**src/rtl/alu8_pkg.sv**
```systemverilog
// ---------------------------------------------------------------------------
// alu8_pkg
// Shared definitions for the 8-bit ALU slice: the 5-bit opcode enumeration,
// the bit positions of the status flags inside the packed flag vector, and a
// small helper that reports whether an opcode selects a supported operation.
//
// Configuration macro: ALU_MUL_EN (when defined, opcode 0x11 is a multiply).
// ---------------------------------------------------------------------------
package alu8_pkg;

    // Every operation the ALU understands. Codes 0x12..0x1F are left
    // unassigned and produce a zero result with only the zero flag set.
    typedef enum logic [4:0] {
        OP_ADD   = 5'h00,
        OP_ADC   = 5'h01,
        OP_SUB   = 5'h02,
        OP_SBB   = 5'h03,
        OP_INC   = 5'h04,
        OP_DEC   = 5'h05,
        OP_AND   = 5'h06,
        OP_OR    = 5'h07,
        OP_XOR   = 5'h08,
        OP_NOT   = 5'h09,
        OP_SHL   = 5'h0A,
        OP_SHR   = 5'h0B,
        OP_ASR   = 5'h0C,
        OP_ROL   = 5'h0D,
        OP_ROR   = 5'h0E,
        OP_CMP   = 5'h0F,
        OP_PASSB = 5'h10,
        OP_MUL   = 5'h11
    } opcode_e;

    // Positions of the status flags inside flags_t.
    localparam int FLAG_CARRY    = 0;
    localparam int FLAG_BORROW   = 1;
    localparam int FLAG_ZERO     = 2;
    localparam int FLAG_NEGATIVE = 3;
    localparam int FLAG_OVERFLOW = 4;
    localparam int NUM_FLAGS     = 5;

    typedef logic [NUM_FLAGS-1:0] flags_t;

    // True when the opcode maps to a real operation in this build. The
    // multiply code only counts when the multiplier is compiled in.
    function automatic logic is_valid_opcode(input logic [4:0] op);
`ifdef ALU_MUL_EN
        return (op <= 5'h11);
`else
        return (op <= 5'h10);
`endif
    endfunction

endpackage

```
**src/rtl/alu8_if.sv**
```systemverilog
// ---------------------------------------------------------------------------
// alu8_if
// Bundles the operand/opcode strobe and the registered result/status outputs
// of the ALU so the block and its driver can be connected with one port.
//
// master : drives opcode, operand_A, operand_B, enable, input_ready,
//          carry_in, borrow_in; observes result_out, result_ready and flags.
// slave  : the ALU side, the reverse directions.
// ---------------------------------------------------------------------------
interface alu8_if;
    import alu8_pkg::*;

    logic [4:0] opcode;
    logic [7:0] operand_A;
    logic [7:0] operand_B;
    logic       enable;
    logic       input_ready;
    logic       carry_in;
    logic       borrow_in;

    logic [7:0] result_out;
    logic       result_ready;
    logic       carry_out;
    logic       borrow_out;
    logic       zero;
    logic       negative;
    logic       overflow;

    modport master (
        output opcode, operand_A, operand_B, enable, input_ready,
               carry_in, borrow_in,
        input  result_out, result_ready, carry_out, borrow_out,
               zero, negative, overflow
    );

    modport slave (
        input  opcode, operand_A, operand_B, enable, input_ready,
               carry_in, borrow_in,
        output result_out, result_ready, carry_out, borrow_out,
               zero, negative, overflow
    );

endinterface

```
**src/rtl/alu8_addsub.sv**
```systemverilog
// ---------------------------------------------------------------------------
// alu8_addsub
// Shared 8-bit adder/subtractor used by every arithmetic opcode.
//
// a_i, b_i   : operands
// sub_i      : 0 -> a + b + cb_i, 1 -> a - b - cb_i
// cb_i       : carry-in (add) or borrow-in (subtract)
// sum_o      : 8-bit result, modulo 256
// carry_o    : carry out of bit 7 (add only)
// borrow_o   : unsigned minuend smaller than subtrahend plus borrow (sub only)
// overflow_o : signed two's-complement overflow
// ---------------------------------------------------------------------------
module alu8_addsub (
    input  logic [7:0] a_i,
    input  logic [7:0] b_i,
    input  logic       sub_i,
    input  logic       cb_i,
    output logic [7:0] sum_o,
    output logic       carry_o,
    output logic       borrow_o,
    output logic       overflow_o
);

    logic [8:0] wide;

    // Work in 9 bits so that bit 8 is the carry for an add and, because a
    // negative difference wraps, also the borrow for a subtract.
    always_comb begin
        if (sub_i) begin
            wide = {1'b0, a_i} - {1'b0, b_i} - {8'b0, cb_i};
        end else begin
            wide = {1'b0, a_i} + {1'b0, b_i} + {8'b0, cb_i};
        end
    end

    assign sum_o    = wide[7:0];
    assign carry_o  = ~sub_i & wide[8];
    assign borrow_o =  sub_i & wide[8];

    // Signed overflow: for an add the operands share a sign that the result
    // lost; for a subtract the operands differ in sign and the result took
    // the sign of the subtrahend.
    assign overflow_o = sub_i ? ((a_i[7] ^ b_i[7]) & (a_i[7] ^ wide[7]))
                              : (~(a_i[7] ^ b_i[7]) & (a_i[7] ^ wide[7]));

endmodule

```
**src/rtl/alu8.sv**
```systemverilog
// ---------------------------------------------------------------------------
// alu8
// Registered 8-bit ALU. An operation starts on a rising clk edge where
// enable and input_ready are both high; the result and status flags are
// registered at that edge and result_ready is high for the following cycle.
//
// clk : single clock, rising edge
// rst : synchronous, active-low reset
// bus : alu8_if.slave (opcode, operands, strobes, result and flags)
//
// Configuration macro: ALU_MUL_EN -- when defined, opcode 0x11 returns the
// low byte of the unsigned product with carry_out = |high byte; otherwise
// 0x11 behaves like any unassigned opcode.
// ---------------------------------------------------------------------------
module alu8
    import alu8_pkg::*;
(
    input  logic  clk,
    input  logic  rst,
    alu8_if.slave bus
);

    opcode_e    op;
    logic       start;

    logic [7:0] asB;
    logic       asSub;
    logic       asCb;
    logic [7:0] asSum;
    logic       asCarry;
    logic       asBorrow;
    logic       asOverflow;

    logic [7:0] result_d;
    flags_t     flags_d;

    logic [7:0] result_q;
    flags_t     flags_q;
    logic       ready_q;

`ifdef ALU_MUL_EN
    logic [15:0] product;
    assign product = {8'b0, bus.operand_A} * {8'b0, bus.operand_B};
`endif

    assign op    = opcode_e'(bus.opcode);
    assign start = bus.enable & bus.input_ready;

    // Steer the shared adder: INC/DEC reuse it with a constant 1 as the
    // second operand, CMP is a plain subtract whose difference is discarded.
    always_comb begin
        asB   = bus.operand_B;
        asSub = 1'b0;
        asCb  = 1'b0;
        case (op)
            OP_ADC: asCb = bus.carry_in;
            OP_SUB,
            OP_CMP: asSub = 1'b1;
            OP_SBB: begin
                asSub = 1'b1;
                asCb  = bus.borrow_in;
            end
            OP_INC: asB = 8'h01;
            OP_DEC: begin
                asB   = 8'h01;
                asSub = 1'b1;
            end
            default: ;
        endcase
    end

    alu8_addsub u_addsub (
        .a_i        (bus.operand_A),
        .b_i        (asB),
        .sub_i      (asSub),
        .cb_i       (asCb),
        .sum_o      (asSum),
        .carry_o    (asCarry),
        .borrow_o   (asBorrow),
        .overflow_o (asOverflow)
    );

    // Result and flag selection. Zero and negative are derived from the
    // chosen result afterwards so every opcode, including the unassigned
    // ones, gets them consistently.
    always_comb begin
        result_d = 8'h00;
        flags_d  = '0;
        case (op)
            OP_ADD, OP_ADC, OP_INC: begin
                result_d                = asSum;
                flags_d[FLAG_CARRY]     = asCarry;
                flags_d[FLAG_OVERFLOW]  = asOverflow;
            end
            OP_SUB, OP_SBB, OP_DEC: begin
                result_d                = asSum;
                flags_d[FLAG_BORROW]    = asBorrow;
                flags_d[FLAG_OVERFLOW]  = asOverflow;
            end
            OP_CMP: begin
                result_d                = bus.operand_A;
                flags_d[FLAG_BORROW]    = asBorrow;
                flags_d[FLAG_OVERFLOW]  = asOverflow;
            end
            OP_AND: result_d = bus.operand_A & bus.operand_B;
            OP_OR:  result_d = bus.operand_A | bus.operand_B;
            OP_XOR: result_d = bus.operand_A ^ bus.operand_B;
            OP_NOT: result_d = ~bus.operand_A;
            OP_SHL: begin
                result_d            = {bus.operand_A[6:0], 1'b0};
                flags_d[FLAG_CARRY] = bus.operand_A[7];
            end
            OP_SHR: begin
                result_d            = {1'b0, bus.operand_A[7:1]};
                flags_d[FLAG_CARRY] = bus.operand_A[0];
            end
            OP_ASR: begin
                result_d            = {bus.operand_A[7], bus.operand_A[7:1]};
                flags_d[FLAG_CARRY] = bus.operand_A[0];
            end
            OP_ROL: begin
                result_d            = {bus.operand_A[6:0], bus.operand_A[7]};
                flags_d[FLAG_CARRY] = bus.operand_A[7];
            end
            OP_ROR: begin
                result_d            = {bus.operand_A[0], bus.operand_A[7:1]};
                flags_d[FLAG_CARRY] = bus.operand_A[0];
            end
            OP_PASSB: result_d = bus.operand_B;
`ifdef ALU_MUL_EN
            OP_MUL: begin
                result_d            = product[7:0];
                flags_d[FLAG_CARRY] = |product[15:8];
            end
`endif
            default: result_d = 8'h00;
        endcase
        flags_d[FLAG_ZERO]     = (result_d == 8'h00);
        flags_d[FLAG_NEGATIVE] = result_d[7];
    end

    // Output registers. Results and flags only move on a strobe so they hold
    // between operations; ready_q records that a strobe was taken and so is
    // high for exactly the cycle after it. Reset wins over a strobe.
    always_ff @(posedge clk) begin
        if (!rst) begin
            result_q <= 8'h00;
            flags_q  <= '0;
            ready_q  <= 1'b0;
        end else begin
            ready_q <= start;
            if (start) begin
                result_q <= result_d;
                flags_q  <= flags_d;
            end
        end
    end

    // The valid pulse is masked by rst so an operation strobed just before a
    // reset never announces a result in the cycle the reset is applied.
    assign bus.result_ready = ready_q & rst;
    assign bus.result_out   = result_q;
    assign bus.carry_out    = flags_q[FLAG_CARRY];
    assign bus.borrow_out   = flags_q[FLAG_BORROW];
    assign bus.zero         = flags_q[FLAG_ZERO];
    assign bus.negative     = flags_q[FLAG_NEGATIVE];
    assign bus.overflow     = flags_q[FLAG_OVERFLOW];

endmodule

```
**src/flat_wrapper.sv**
```systemverilog
// flat-port wrapper written by rule: the top's interface ports become plain ports
module alu8_flat import alu8_pkg::*;
  (clk, rst, bus_opcode, bus_operand_A, bus_operand_B, bus_enable, bus_input_ready, bus_carry_in, bus_borrow_in, bus_result_out, bus_result_ready, bus_carry_out, bus_borrow_out, bus_zero, bus_negative, bus_overflow);
  alu8_if bus_i ();
  input  logic clk;
  input  logic rst;
  input wire logic [$bits(bus_i.opcode)-1:0] bus_opcode;
  input wire logic [$bits(bus_i.operand_A)-1:0] bus_operand_A;
  input wire logic [$bits(bus_i.operand_B)-1:0] bus_operand_B;
  input wire logic [$bits(bus_i.enable)-1:0] bus_enable;
  input wire logic [$bits(bus_i.input_ready)-1:0] bus_input_ready;
  input wire logic [$bits(bus_i.carry_in)-1:0] bus_carry_in;
  input wire logic [$bits(bus_i.borrow_in)-1:0] bus_borrow_in;
  output wire logic [$bits(bus_i.result_out)-1:0] bus_result_out;
  output wire logic [$bits(bus_i.result_ready)-1:0] bus_result_ready;
  output wire logic [$bits(bus_i.carry_out)-1:0] bus_carry_out;
  output wire logic [$bits(bus_i.borrow_out)-1:0] bus_borrow_out;
  output wire logic [$bits(bus_i.zero)-1:0] bus_zero;
  output wire logic [$bits(bus_i.negative)-1:0] bus_negative;
  output wire logic [$bits(bus_i.overflow)-1:0] bus_overflow;
  assign bus_i.opcode = bus_opcode;
  assign bus_i.operand_A = bus_operand_A;
  assign bus_i.operand_B = bus_operand_B;
  assign bus_i.enable = bus_enable;
  assign bus_i.input_ready = bus_input_ready;
  assign bus_i.carry_in = bus_carry_in;
  assign bus_i.borrow_in = bus_borrow_in;
  assign bus_result_out = bus_i.result_out;
  assign bus_result_ready = bus_i.result_ready;
  assign bus_carry_out = bus_i.carry_out;
  assign bus_borrow_out = bus_i.borrow_out;
  assign bus_zero = bus_i.zero;
  assign bus_negative = bus_i.negative;
  assign bus_overflow = bus_i.overflow;
  alu8 u_core (.clk(clk), .rst(rst), .bus(bus_i));
endmodule
```
**config.mk**
```make
export PLATFORM = sky130hd
export DESIGN_NAME = alu8_flat
export DESIGN_NICKNAME = d
export VERILOG_FILES = /design/src/rtl/alu8_pkg.sv /design/src/rtl/alu8_if.sv /design/src/rtl/alu8_addsub.sv /design/src/rtl/alu8.sv /design/src/flat_wrapper.sv
export SDC_FILE = /design/constraint.sdc
export NUM_CORES = 1
export LEC_CHECK = 0
export BUFFER_PORTS_ARGS = -buffer_cell sky130_fd_sc_hd__buf_2
export CELL_PAD_IN_SITES_DETAIL_PLACEMENT = 1
export CELL_PAD_IN_SITES_GLOBAL_PLACEMENT = 1
export CORE_ASPECT_RATIO = 1.2
export CORE_UTILIZATION = 42
export CTS_BUF_LIST = sky130_fd_sc_hd__clkbuf_4 sky130_fd_sc_hd__clkbuf_8 sky130_fd_sc_hd__clkbuf_16
export DETAILED_ROUTE_END_ITERATION = 16
export GPL_TIMING_DRIVEN = 1
export PLACE_DENSITY_LB_ADDON = 0.15
export REMOVE_ABC_BUFFERS = 1
export SETUP_SLACK_MARGIN = 0.2
export SYNTH_ARGS = -nofsm -noshare
export SYNTH_HDL_FRONTEND = slang
export SYNTH_SLANG_ARGS = --single-unit
```
**constraint.sdc**
```tcl
create_clock -name clk -period 4.8 [get_ports clk]
set_input_delay 0.24 -clock clk [delete_from_list [all_inputs] [get_ports clk]]
set_output_delay 0.24 -clock clk [all_outputs]
set_load 0.05 [all_outputs]
```
# [Yosys cells after proc, flatten, opt, wreduce, memory -nomap -nowiden]
# Index checks and enable logic that the tools add are counted.
[word_totals] elab_cells=55 reg_bits=14 in_bits=27 out_inout_bits=14
[classes] bitwise_logic=14 add_sub_neg=4 eq_ne=16 n_mux=9 n_reduce_logical=9
[op_table] cell="one-hot mux 8 bit (12 select lines)" count=1
[op_table] cell="== test 5 x 4 -> 1 bit, second input constant" count=8
[op_table] cell="== test 5 x 3 -> 1 bit, second input constant" count=4
[op_table] cell="== test 5 x 2 -> 1 bit, second input constant" count=2
[op_table] cell="adder 8 x 8 -> 9 bit" count=1
[op_table] cell="adder 9 x 1 -> 9 bit" count=1
[op_table] cell="2-to-1 mux 9 bit" count=1
[op_table] cell="subtractor 8 x 8 -> 9 bit" count=1
[op_table] cell="subtractor 9 x 1 -> 9 bit" count=1
[op_table] cell="bitwise AND 8 bit" count=1
[op_table] cell="zero test 8 bit" count=1
[op_table] cell="2-to-1 mux 8 bit" count=1
[op_table] cell="inverter 8 bit" count=1
[op_table] cell="OR 8 bit" count=1
[op_table] cell="XOR 8 bit" count=1
[op_table] cell="OR reduction 7 bit" count=1
[op_table] cell="bitwise AND 1 bit" count=6
[op_table] cell="OR reduction 3 bit" count=2
[op_table] cell="OR reduction 6 bit" count=1
[op_table] cell="== test 5 x 1 -> 1 bit, second input constant" count=1
[op_table] cell="== test 5 bit, second input constant" count=1
[op_table] cell="zero test 5 bit" count=1
[op_table] cell="2-to-1 mux 1 bit" count=4
[op_table] cell="OR reduction 2 bit" count=2
[op_table] cell="5 further kinds" count=7

# [Longest topological paths before layout]
[logic_depth] ltp_word=10 depth_mapped=16 depth_no_buf=13

# [Hierarchy]
# Synthesis repeated with hierarchy kept, for this count alone.
[hier_totals] hier_cells=338 hier_area_um2=2499.9
[modules_own_cells] module="alu8" n_inst=1 area_each_um2=1537.7 seq_area_each_um2=260.2 cells_each=212
[modules_own_cells] module="alu8_addsub" n_inst=1 area_each_um2=962.2 seq_area_each_um2=0.0 cells_each=126

# [Least setup slack after synthesis]
# OpenSTA, ideal clock, no wires.
[synth_path] kind="input to register" from="input bus_opcode[1]" to="register u_core.flags_q[2]" cell_stages=15 setup_time_ns=0.084 path_buffers=3 slack_ns=1.216 t_required_ns=4.716 t_arrival_ns=3.499 cell_sequence="buf_6 -> buf_6 -> buf_2 -> nor3b_1 -> or2_2 -> inv_1 -> fa_1 -> fa_1 -> nor3_1 -> nor3_1 -> o31ai_1 -> xnor2_1 -> nor2_1 -> or3b_1 -> o31ai_2"
[synth_via] elab_chain_len=8 word_cells_on_any_way=30 cone_classes="add/sub: 4; eq/ne: 16; mux: 5; reduce/logical: 5"
[synth_lines] item="from (decl)" line="flat_wrapper.sv:7" rtl="input wire logic [$bits(bus_i.opcode)-1:0] bus_opcode;"
[synth_lines] item="== test 5 x 3 -> 1 bit" line="alu8.sv:55, alu8.sv:89"
[synth_lines] item="OR reduction 2 bit (no source line)"
[synth_lines] item="2-to-1 mux 8 bit" line="alu8.sv:55" rtl="case (op)"
[synth_lines] item="adder 8 x 8 -> 9 bit or subtractor 8 x 8 -> 9 bit (tied branches)" line="alu8_addsub.sv:32, alu8_addsub.sv:30"
[synth_lines] item="adder 9 x 1 -> 9 bit or subtractor 9 x 1 -> 9 bit (tied branches)" line="alu8_addsub.sv:32, alu8_addsub.sv:30"
[synth_lines] item="2-to-1 mux 9 bit" line="alu8_addsub.sv:29" rtl="if (sub_i) begin"
[synth_lines] item="one-hot mux 8 bit (12 select lines) (*)" line="alu8.sv:89" rtl="case (op)"
[synth_lines] item="zero test 8 bit (*)" line="alu8.sv:138" rtl="flags_d[FLAG_ZERO] = (result_d == 8'h00);"
[synth_lines] item="to (signal assigned)" line="alu8.sv:154" rtl="flags_q <= flags_d;"
[synth_lines] item="to (decl)" line="alu8.sv:38" rtl="flags_t flags_q;"
# Every way passes the cells marked *; elsewhere a longest branch is shown, timed or not.
# A chain may end at the register's enable or synchronous reset.

# [Worst setup path after layout]
[layout_path] from="input bus_opcode[2]" to="register u_core.flags_q[2]"
# Same word-level chain as after synthesis.

==> results.md <==
* Combinational power share at 54.8%
* RePlAce Congestion at 0.8355
* Post_cts resized at 0
* Vias in the first global route at 2515
* PwrDens at 181.6 nW/µm²
* Worst-margin pin slew at 0.7381 ns
* Storage cell area at 260.3 µm²
* Most frequent cell after synthesis: ha_1
* Largest net degree at the start of global routing at 33
* Finished Cell Area at 2668 µm²
* Synthesized area at 2450 µm²
* Synth cell count leaders: ha_1 (37), inv_1 (33), nor2_1 (21)
* Area growth syn-to-layout at 8.887%
* Fin crit share at 71.73%
* Seq/Total Area, Yosys at 10.62%
* Peak supply drop at 0.08998 mV
* Final Power at 0.4845 mW
* DR vias at 2446
* Nets at 413
* Critical path startpoint category: primary input
* Switching Share at 42.85%
* Fill count at 724
* Width of the die at 71.72 µm
* Endpoints failing setup at 0
* Post-Synth Simple-Gate Area at 26.15%
* CTS Buffer Depth at 2
* DR vias/cell at 5.995
* Sequential power share at 24.2%
* Max Clock Freq at 290.4 MHz
* Unique masters post-synth at 66
* Clock network power share at 21.0%
* Area occupied by multi-input gates at 1947 µm²
* DR pass1 iterations at 4
* # Post-CTS Setup Buffers at 0
* CTS tree: done
* Leak Pwr at 1.247 nW
* IO buf count at 40
* Hold Crit Depth at 2
* Final Core Density at 47.38%
* CP Capture Type: register
* Initial core utilization at 43.51%
* Clock buffer count from CTS at 3
* Hold_buf cts at 0
* Drt drc at 0
* Status: finished, final reports clean
* RSZ-0062 raised after global routing: false
* Int Pwr at 0.2769 mW
* Clk_lat worst skew at 0.24 ns
* DP HPWL at 6036 µm
* Net Switching at 0.2076 mW
* Crit path max fanout at 32
* Synth async-reset ratio at 0%
* Synth top area share at 18.90%
* Root buf cell: clkbuf_8
* Final hold vios at 0
* DR iter-0 viols at 91
* DRT antenna net count at 0
* Compound-gate portion of the synthesized area at 25.28%
* Cell taking the most area after synthesis: ha_1
* ANT cells at 0
* Row Count at 30
* Final Skew at 0 ns
* Largest family of logic cells by synthesized area: simple AND/OR/NAND/NOR gates
* Total GRT Usage at 25.15%
* Post-synthesis mux area share at 0.8682%
* Ys flop type: dfxtp_1
* Share of cells above drive strength 1 at 17.73%
* Overflow after GRT at 0
* IO Count at 41
* Clock-pin slew on the worst setup and hold paths at 0.05 ns
* DIE AREA at 6144 µm²
* Slew margin rel. at 50.52%
* Avg Cell Area, Syn at 7.802 µm²
* First-pass GRT wire length at 12200 µm
* Post-Syn Instances at 314
* Max_cap viols at 0
* Chip height at 85.67 µm
* Ys Warns at 0
* DR WL/cell at 18.07 µm
* Clk sink count at 13
* Core ar. at 5630 µm²
* CTS H-Tree Depth at 1
* FF+latch count, synth at 13
* Adder and majority gate portion of the synthesized area at 22.17%
* Dpl cell area at 2619 µm²
* Xor and xnor area share after synthesis at 5.005%
* Worst setup path category: primary input to register
* Final WL at 7372 µm
* Setup TNS at 0 ns
* Critical Path AT at 3.60 ns
* Max-slew violations at 0
* Synth area leaders: ha_1 (19%), dfxtp_1 (11%), inv_1 (5.1%)
* Initial antenna violation count at 0
* Final min period at 3.443 ns
* Reg2reg path depth at 3
* EDFF count, synth at 0
* Hold Path Class: primary input to register
* Crit path required time at 4.96 ns
[cells by family (layout without fill, tap and decap cells)]
| logic type | count (synthesis) | count (layout) |
|---|---|---|
| compound gates | 83 | 83 |
| xor+xnor | 14 | 14 |
| fa+ha+maj | 41 | 41 |
| buf+inv | 48 | 78 |
| flops | 13 | 13 |
| mux | 2 | 2 |
| simple gates | 113 | 113 |
[metal layers]
metal,global-route usage [%],share of wire [%]
met5,0,0
met1,30.39,45
met3,2.350,3.2
met4,7.487,1.2
met2,46.48,51
[final timing paths]
kind / start / to / slack (ns)
setup / recovery: bus_opcode[2] / u_core.flags_q[2]$_SDFFE_PN0P_ / 1.36
setup reg to reg: u_core.flags_q[1]$_SDFFE_PN0P_ / u_core.flags_q[1]$_SDFFE_PN0P_ / 4.11
hold / removal: rst / u_core.bus.result_out[3]$_SDFFE_PN0P_ / 0.36
hold reg to reg: u_core.flags_q[2]$_SDFFE_PN0P_ / u_core.flags_q[2]$_SDFFE_PN0P_ / 0.49
[worst max-delay path, stage by stage]
cell	delay (ns)
buf_2	0.40
nor3b_1	0.25
buf_4	0.19
or2_2	0.14
inv_1	0.05
fa_1	0.44
fa_1	0.43
nor3_1	0.17
nor3_1	0.10
o31ai_1	0.34
xnor2_1	0.17
nor2_1	0.06
or3b_1	0.38
o31ai_2	0.22
[cell usage in the layout (no fill, tap or decap), drive strengths merged, types with 5 or more instances in the layout]
| master | synthesis | final |
|---|---|---|
| inv | 33 | 33 |
| o21ai | 13 | 13 |
| nor3b | 5 | 5 |
| a221oi | 5 | 5 |
| buf | 12 | 41 |
| xor2 | 5 | 5 |
| nor2b | 7 | 7 |
| a211oi | 7 | 7 |
| ha | 37 | 37 |
| nand3b | 6 | 6 |
| xnor2 | 9 | 9 |
| nand2b | 6 | 6 |
| o211ai | 5 | 5 |
| nor2 | 22 | 22 |
| nand3 | 7 | 7 |
| a21oi | 14 | 14 |
| nand2 | 20 | 20 |
| a31oi | 5 | 5 |
| nor3 | 8 | 8 |
| and2 | 5 | 5 |
| dfxtp | 13 | 13 |
[area by class of cell]
type	count	share of cell area [%]
well taps	64	3.002
inverters	33	4.644
multi-input cells	253	72.98
repair buffers	41	7.786
clock buffers	4	1.829
flip-flops and latches	13	9.756
[power groups by stage]
stage	Clock (mW)	Sequential [mW]	Combinational [mW]
6_report	0.102	0.117	0.266
3_5_place_dp	0	0.120	0.266
3_3_place_gp	0	0.119	0.259
4_1_cts	0.104	0.117	0.267
2_1_floorplan	0	0.142	0.159
5_1_grt	0.111	0.118	0.295
[metrics by stage]
step	worst slack, ns	hold WS, ns	std cells
after floorplan	1.344	0.3515	299
after global placement	1.187	0.4546	404
after detailed placement	1.090	0.4827	404
after CTS	1.353	0.3539	408
after global routing	1.121	0.3796	408
final	1.357	0.3583	408
[state kept, by name, indices dropped and copies added, names as in the netlist]
signal                 flops
u_core.flags_q             5
u_core.bus.result_out      7
u_core.ready_q             1
No activity file was read; power rests on OpenSTA's default activity.
